$ cat src/rtl/digit_scan_pkg.sv
// Shared types and constants for the digit scanner.
//   ST_*   : FSM state encodings (IDLE, SHOW, BLANK)
//   SEL_W  : width of the decoder select
//   NDIG   : number of scanned digits
package digit_scan_pkg;

  localparam int unsigned SEL_W = 2;
  localparam int unsigned NDIG  = 4;

  localparam logic [1:0] ST_IDLE  = 2'd0;
  localparam logic [1:0] ST_SHOW  = 2'd1;
  localparam logic [1:0] ST_BLANK = 2'd2;

  typedef enum logic [1:0] {
    IDLE  = ST_IDLE,
    SHOW  = ST_SHOW,
    BLANK = ST_BLANK
  } state_e;

endpackage

$ cat src/rtl/digit_scan_ctrl_if.sv
// Control/strobe bundle between a display host and the digit scanner.
//   run, digit_mask : host -> scanner (scan enable, participating digits)
//   sel, en, tick   : scanner -> decoder / host (select, decoder enable, advance pulse)
interface digit_scan_ctrl_if;
  import digit_scan_pkg::*;

  logic             run;
  logic [NDIG-1:0]  digit_mask;
  logic [SEL_W-1:0] sel;
  logic             en;
  logic             tick;

  modport master (output run, digit_mask, input sel, en, tick);
  modport slave  (input run, digit_mask, output sel, en, tick);

endinterface

$ cat src/rtl/scan_next_sel.sv
// Combinational circular priority pick of the next enabled digit.
//   cur_sel     : currently selected digit
//   mask        : enabled digits
//   from_lowest : 1 = search from digit 0, 0 = search from cur_sel+1 (wrapping)
//   nxt_sel     : first enabled digit found; cur_sel if mask is empty
module scan_next_sel
  import digit_scan_pkg::*;
(
  input  logic [SEL_W-1:0] cur_sel,
  input  logic [NDIG-1:0]  mask,
  input  logic             from_lowest,
  output logic [SEL_W-1:0] nxt_sel
);

  logic [SEL_W-1:0] start;
  logic [SEL_W-1:0] idx;
  logic             found;

  // Walk all digits starting at 'start'; the 2-bit index wraps 3 -> 0 naturally.
  always_comb begin
    start   = from_lowest ? '0 : SEL_W'(cur_sel + 1'b1);
    nxt_sel = cur_sel;
    found   = 1'b0;
    idx     = '0;
    for (int i = 0; i < int'(NDIG); i++) begin
      idx = SEL_W'(start + SEL_W'(i));
      if (!found && mask[idx]) begin
        nxt_sel = idx;
        found   = 1'b1;
      end
    end
  end

endmodule

$ cat src/rtl/digit_scan_ctrl.sv
// Time-multiplexed seven-segment digit scanner driving a 2-to-4 decoder.
// Optional inter-digit blanking gap compiled in with DIGIT_SCAN_BLANK_EN.
//   clk, rst_n : clock, asynchronous active-low reset
//   bus.run        : 1 = scan, 0 = idle (dark)
//   bus.digit_mask : digits participating in the scan
//   bus.sel        : decoder select (registered)
//   bus.en         : decoder enable (registered)
//   bus.tick       : one-cycle pulse on each slot advance (registered)
module digit_scan_ctrl
  import digit_scan_pkg::*;
#(
  parameter int unsigned PRESCALE  = 100000,
  parameter int unsigned BLANK_CYC = 16
) (
  input  logic            clk,
  input  logic            rst_n,
  digit_scan_ctrl_if.slave bus
);

  localparam int unsigned CNT_W = (PRESCALE > 1) ? $clog2(PRESCALE) : 1;
  localparam logic [CNT_W-1:0] CNT_LAST = CNT_W'(PRESCALE - 1);

  state_e           state_q, state_d;
  logic [SEL_W-1:0] sel_q, sel_d;
  logic             en_q, en_d;
  logic             tick_q, tick_d;
  logic [CNT_W-1:0] cnt_q, cnt_d;
  logic [SEL_W-1:0] nxt_sel;
  logic             from_lowest;
  logic             scan_ok;
  logic             slot_end;

`ifdef DIGIT_SCAN_BLANK_EN
  localparam int unsigned BLK_W = (BLANK_CYC > 1) ? $clog2(BLANK_CYC) : 1;
  localparam logic [BLK_W-1:0] BLK_LAST = BLK_W'(BLANK_CYC - 1);

  logic [BLK_W-1:0] bcnt_q, bcnt_d;
`else
  logic unused_blank_cfg;
  assign unused_blank_cfg = ^BLANK_CYC;
`endif

  // A restart from IDLE always picks the lowest enabled digit.
  assign from_lowest = (state_q == IDLE);
  assign scan_ok     = bus.run && (|bus.digit_mask);
  // Losing the shown digit from the mask ends its slot early.
  assign slot_end    = (cnt_q == CNT_LAST) || !bus.digit_mask[sel_q];

  scan_next_sel u_next_sel (
    .cur_sel     (sel_q),
    .mask        (bus.digit_mask),
    .from_lowest (from_lowest),
    .nxt_sel     (nxt_sel)
  );

  // Next-state and next-output logic; abort has priority over slot advance.
  always_comb begin
    state_d = state_q;
    sel_d   = sel_q;
    cnt_d   = cnt_q;
    tick_d  = 1'b0;
`ifdef DIGIT_SCAN_BLANK_EN
    bcnt_d  = bcnt_q;
`endif
    case (state_q)
      IDLE: begin
        if (scan_ok) begin
          state_d = SHOW;
          sel_d   = nxt_sel;
          cnt_d   = '0;
        end
      end
      SHOW: begin
        if (!scan_ok) begin
          state_d = IDLE;
          cnt_d   = '0;
        end else if (slot_end) begin
          cnt_d   = '0;
`ifdef DIGIT_SCAN_BLANK_EN
          state_d = BLANK;
          bcnt_d  = '0;
`else
          sel_d   = nxt_sel;
          tick_d  = 1'b1;
`endif
        end else begin
          cnt_d = CNT_W'(cnt_q + 1'b1);
        end
      end
`ifdef DIGIT_SCAN_BLANK_EN
      BLANK: begin
        if (!scan_ok) begin
          state_d = IDLE;
          bcnt_d  = '0;
        end else if (bcnt_q == BLK_LAST) begin
          state_d = SHOW;
          sel_d   = nxt_sel;
          tick_d  = 1'b1;
          bcnt_d  = '0;
        end else begin
          bcnt_d = BLK_W'(bcnt_q + 1'b1);
        end
      end
`endif
      default: state_d = IDLE;
    endcase
    en_d = (state_d == SHOW);
  end

  // State and output registers.
  always_ff @(posedge clk or negedge rst_n) begin
    if (!rst_n) begin
      state_q <= IDLE;
      sel_q   <= '0;
      en_q    <= 1'b0;
      tick_q  <= 1'b0;
      cnt_q   <= '0;
`ifdef DIGIT_SCAN_BLANK_EN
      bcnt_q  <= '0;
`endif
    end else begin
      state_q <= state_d;
      sel_q   <= sel_d;
      en_q    <= en_d;
      tick_q  <= tick_d;
      cnt_q   <= cnt_d;
`ifdef DIGIT_SCAN_BLANK_EN
      bcnt_q  <= bcnt_d;
`endif
    end
  end

  assign bus.sel  = sel_q;
  assign bus.en   = en_q;
  assign bus.tick = tick_q;

endmodule

$ cat src/flat_wrapper.sv
// flat-port wrapper written by rule: the top's interface ports become plain ports
module digit_scan_ctrl_flat import digit_scan_pkg::*;
#(
  parameter int unsigned PRESCALE  = 100000,
  parameter int unsigned BLANK_CYC = 16
)
  (clk, rst_n, bus_run, bus_digit_mask, bus_sel, bus_en, bus_tick);
  digit_scan_ctrl_if bus_i ();
  input  logic clk;
  input  logic rst_n;
  input wire logic [$bits(bus_i.run)-1:0] bus_run;
  input wire logic [$bits(bus_i.digit_mask)-1:0] bus_digit_mask;
  output wire logic [$bits(bus_i.sel)-1:0] bus_sel;
  output wire logic [$bits(bus_i.en)-1:0] bus_en;
  output wire logic [$bits(bus_i.tick)-1:0] bus_tick;
  assign bus_i.run = bus_run;
  assign bus_i.digit_mask = bus_digit_mask;
  assign bus_sel = bus_i.sel;
  assign bus_en = bus_i.en;
  assign bus_tick = bus_i.tick;
  digit_scan_ctrl #(.PRESCALE(PRESCALE), .BLANK_CYC(BLANK_CYC)) u_core (.clk(clk), .rst_n(rst_n), .bus(bus_i));
endmodule
$ cat config.mk
export PLATFORM = sky130hd
export DESIGN_NAME = digit_scan_ctrl_flat
export DESIGN_NICKNAME = d
export VERILOG_FILES = /design/src/rtl/digit_scan_pkg.sv /design/src/rtl/digit_scan_ctrl_if.sv /design/src/rtl/scan_next_sel.sv /design/src/rtl/digit_scan_ctrl.sv /design/src/flat_wrapper.sv
export SDC_FILE = /design/constraint.sdc
export NUM_CORES = 1
export LEC_CHECK = 0
export CAP_MARGIN = 30
export CORE_AREA = 3 3 55 57
export DETAILED_ROUTE_END_ITERATION = 8
export DIE_AREA = 0 0 58 60
export PLACE_DENSITY = 0.76
export SLEW_MARGIN = 10
export SYNTH_ARGS = -nofsm -noshare
export SYNTH_HDL_FRONTEND = slang
export SYNTH_HIERARCHICAL = 1
export SYNTH_SLANG_ARGS = --single-unit
$ cat constraint.sdc
create_clock -name clk -period 4.29 [get_ports clk]
set_input_delay 0.858 -clock clk [delete_from_list [all_inputs] [get_ports clk]]
set_output_delay 0.858 -clock clk [all_outputs]
set_load 0.01 [all_outputs]
==> flow_summary.ini <==
[finish]
diodes = 0
area_growth_pct = 10.3
final_nets = 190
seqCellArea_um2 = 576
n_fill_cell = 221
multi_input_area_um2 = 917
drive_gt1_share_pct = 9.94

[clock_network]
cts_hold_buf = 0
htreeDepth = 1
cts_root_buf = clkbuf_4
clk_pin_slew_worst_paths_ps = 120
postCtsSetupBuffers = 0
cts_buffer_depth = 2
cts_buffers = 3
cts_tree = yes
cts_sinks = 23
ctsResizeCount = 0
clock_latency_ps = 300

[min_path]
whs_endpoint = u_core/cnt_q[11]
min_path_cells = 1
min_from = u_core/cnt_q[11]
min_path_type = flip-flop to flip-flop

[logic_synthesis]
yosys_warnings = 6
synth_flop_cell = dfrtp_1
yosysSeqAreaShare_pct = 37.4
async_flop_share_pct = 100
avgSynthCellArea_um2 = 9.00
synth_cells = 171
synth_edf_count = 0
synth_top_area_cell = dfrtp_1
synth_fp_nets = 179
synth_cell_types = 51
synth_seq_cells = 23
ys_top_cells_by_area = dfrtp_1, o21ai_0, nand2_1, and3_1, a21o_1
netlist.area_leader.share_pct = 37.4
netlist_area_um2 = 1540

[detailed_routing]
routed_via_density = 6.27
drtAntennaViolNets = 0
drc = 0
vias = 1323
drtIter0Drc = 89
routedWlPerCell_um = 14.8
dr.pass1.iters = 5
drt-total-wl_um = 3120

[pwr]
seq_power_share_pct = 44.4
swShare_pct = 36.0
clkPwrFrac_pct = 16.0
power.density_nw_per_um2 = 359
p_leak_nw = 0.697
p_switching_uw = 219
power_frac_comb_pct = 39.7
power_uw = 610
vdd_drop_max_v = 0.000279
power.internal_uw = 390

[critical_path]
crit_fanout = 17
worstSetupPathType = primary input to flip-flop
slowest_stage = clkdlybuf4s50_1
cp.arrival_ps = 2900
path_delay_family = simple AND/OR/NAND/NOR gates
cp.buffers_inverters = 1
worst_setup_path_end_kind = flip-flop
reg2reg_from = u_core/state_q[0]
path_cells = clkdlybuf4s50_1 > or4_1 > and3_1 > nand3_2 > or4_1 > nand3_1
cpPeakStageDelay_ps = 670
rr_worst_depth = 7
reg2reg_setup_slack_ps = 1770
r2r_end = u_core/bus.sel[0]
required_ps = 4540
crit_top_cell = or4_1
start_kind = primary input

[sta]
fin_tns_setup_ps = 0
slew_violations = 0
setup_viol = 0
worst_pin_slew_ps = 792
fmax_mhz = 378
fin_ws_ps = 1640
fin_crit_ps = 2650
slew_headroom_pct = 47.0
min_period_over_period_pct = 61.7
fin_worst_skew_ps = 1.51
rsz0062_at_grt = no
hold_violations = 0

[die]
rows = 18
die_h_um = 60
die-area_um2 = 3480
core_um2 = 2520
die_w_um = 58
start_util_pct = 61.0
io_pins = 11

[global_routing]
grt_pass1_vias = 1230
grt_antenna_before_repair = 0
grt_pass1_wl_um = 5590
grt_overflow_total = 0
grt_max_degree = 18
groute.usage.overall_pct = 20.8

[place]
io_buffer_count = 10
pre_cts_ws_ps = 1300
place_congestion = 0.833
dp_hpwl_um = 2400

[run_status]
outcome = complete, no violations

[job]
maxCapViolCount = 0
placed cells by master, fill, tap and decap left out, drive strengths merged, types with 4 or more instances in the layout:
master	instances
nor2b	6
nand2	18
nor2	10
nand3	8
or3	4
inv	4
and3	7
dfrtp	23
nand4	4
xnor2	4
a21oi	7
o21ai	16
a21o	5
clkdlybuf4s50	10
stage by stage:
stage,cell area (um2),cells,hold slack [ps],utilization [%]
after global routing,1700,211,583,67.3
after detailed placement,1670,207,522,66.1
after global placement,1650,206,509,65.5
after floorplan,1540,171,487,-
after CTS,1700,211,548,67.3
final,1700,211,539,67.3
cell usage after synthesis (all sizes together) (2+ instances only):
library cell	n
nor3	3
and3b	3
nand4	4
o22ai	2
nand3	8
xnor2	4
nand2	18
o221ai	2
xor2	3
or4b	2
mux2	3
a22oi	3
or3	4
buf	5
a21oi	7
nand4bb	2
a21o	5
dfrtp	23
o21ai	16
or2	3
mux2i	2
nor2b	6
inv	4
and3	7
nor2	10
or4	3
flip-flops by register name, indices dropped and copies added, names as in the netlist:
signal / flops
u_core/cnt_q: 17
u_core/bus.sel: 2
u_core/state_q: 2
u_core/bus.en: 1
u_core/bus.tick: 1
logic make-up (layout without fill, tap and decap cells):
family / Yosys count / count (layout) / share of synthesized area (%)
xor gates and xnor gates: 7 / 7 / 3.98
other: 1 / 1 / 0.244
buffers and inverters: 10 / 20 / 3.01
DFF: 23 / 23 / 37.4
and+or+nand+nor: 78 / 78 / 29.3
AOI/OAI and AO/OA: 45 / 45 / 20.2
adders and majority gates: 1 / 1 / 0.813
muxes: 6 / 6 / 4.96
worst max-delay path by stage:
stage | startpoint | end | slack, ps | cells after the start
after global routing | bus_digit_mask[1] | u_core/cnt_q[15] | 1520 | 7
final | bus_digit_mask[3] | u_core/cnt_q[9] | 1640 | 6
after floorplan | bus_digit_mask[0] | u_core/cnt_q[6] | 1910 | 7
after CTS | bus_digit_mask[3] | u_core/cnt_q[9] | 1640 | 6
after detailed placement | bus_digit_mask[3] | u_core/cnt_q[9] | 1300 | 6
after global placement | bus_digit_mask[3] | u_core/cnt_q[9] | 1370 | 6
power groups by stage:
stage	clock network (mW)	logic (mW)	registers, mW
3_5_place_dp	0	0.238	0.275
5_1_grt	0.114	0.267	0.278
3_3_place_gp	0	0.231	0.273
6_report	0.0974	0.242	0.271
2_1_floorplan	0	0.196	0.252
4_1_cts	0.105	0.239	0.270
area by class of cell:
cell class	count	area share, %
clock inverter	1	0.442
timing repair buffer	12	7.22
inverter	4	0.884
sequential	23	33.9
multi-input combinational	138	54.0
clock buffer	3	1.33
tap	30	2.21
metal layers:
| metal | global-route usage [%] | up-vias | part of all wire, % |
|---|---|---|---|
| li1 | - | 661 | - |
| met3 | 4.97 | 2 | 5.3 |
| met5 | 0 | - | 0 |
| met4 | 5.30 | 0 | 0.74 |
| met2 | 33.5 | 39 | 48 |
| met1 | 28.2 | 621 | 46 |
Power figures use the tool's default switching activity.
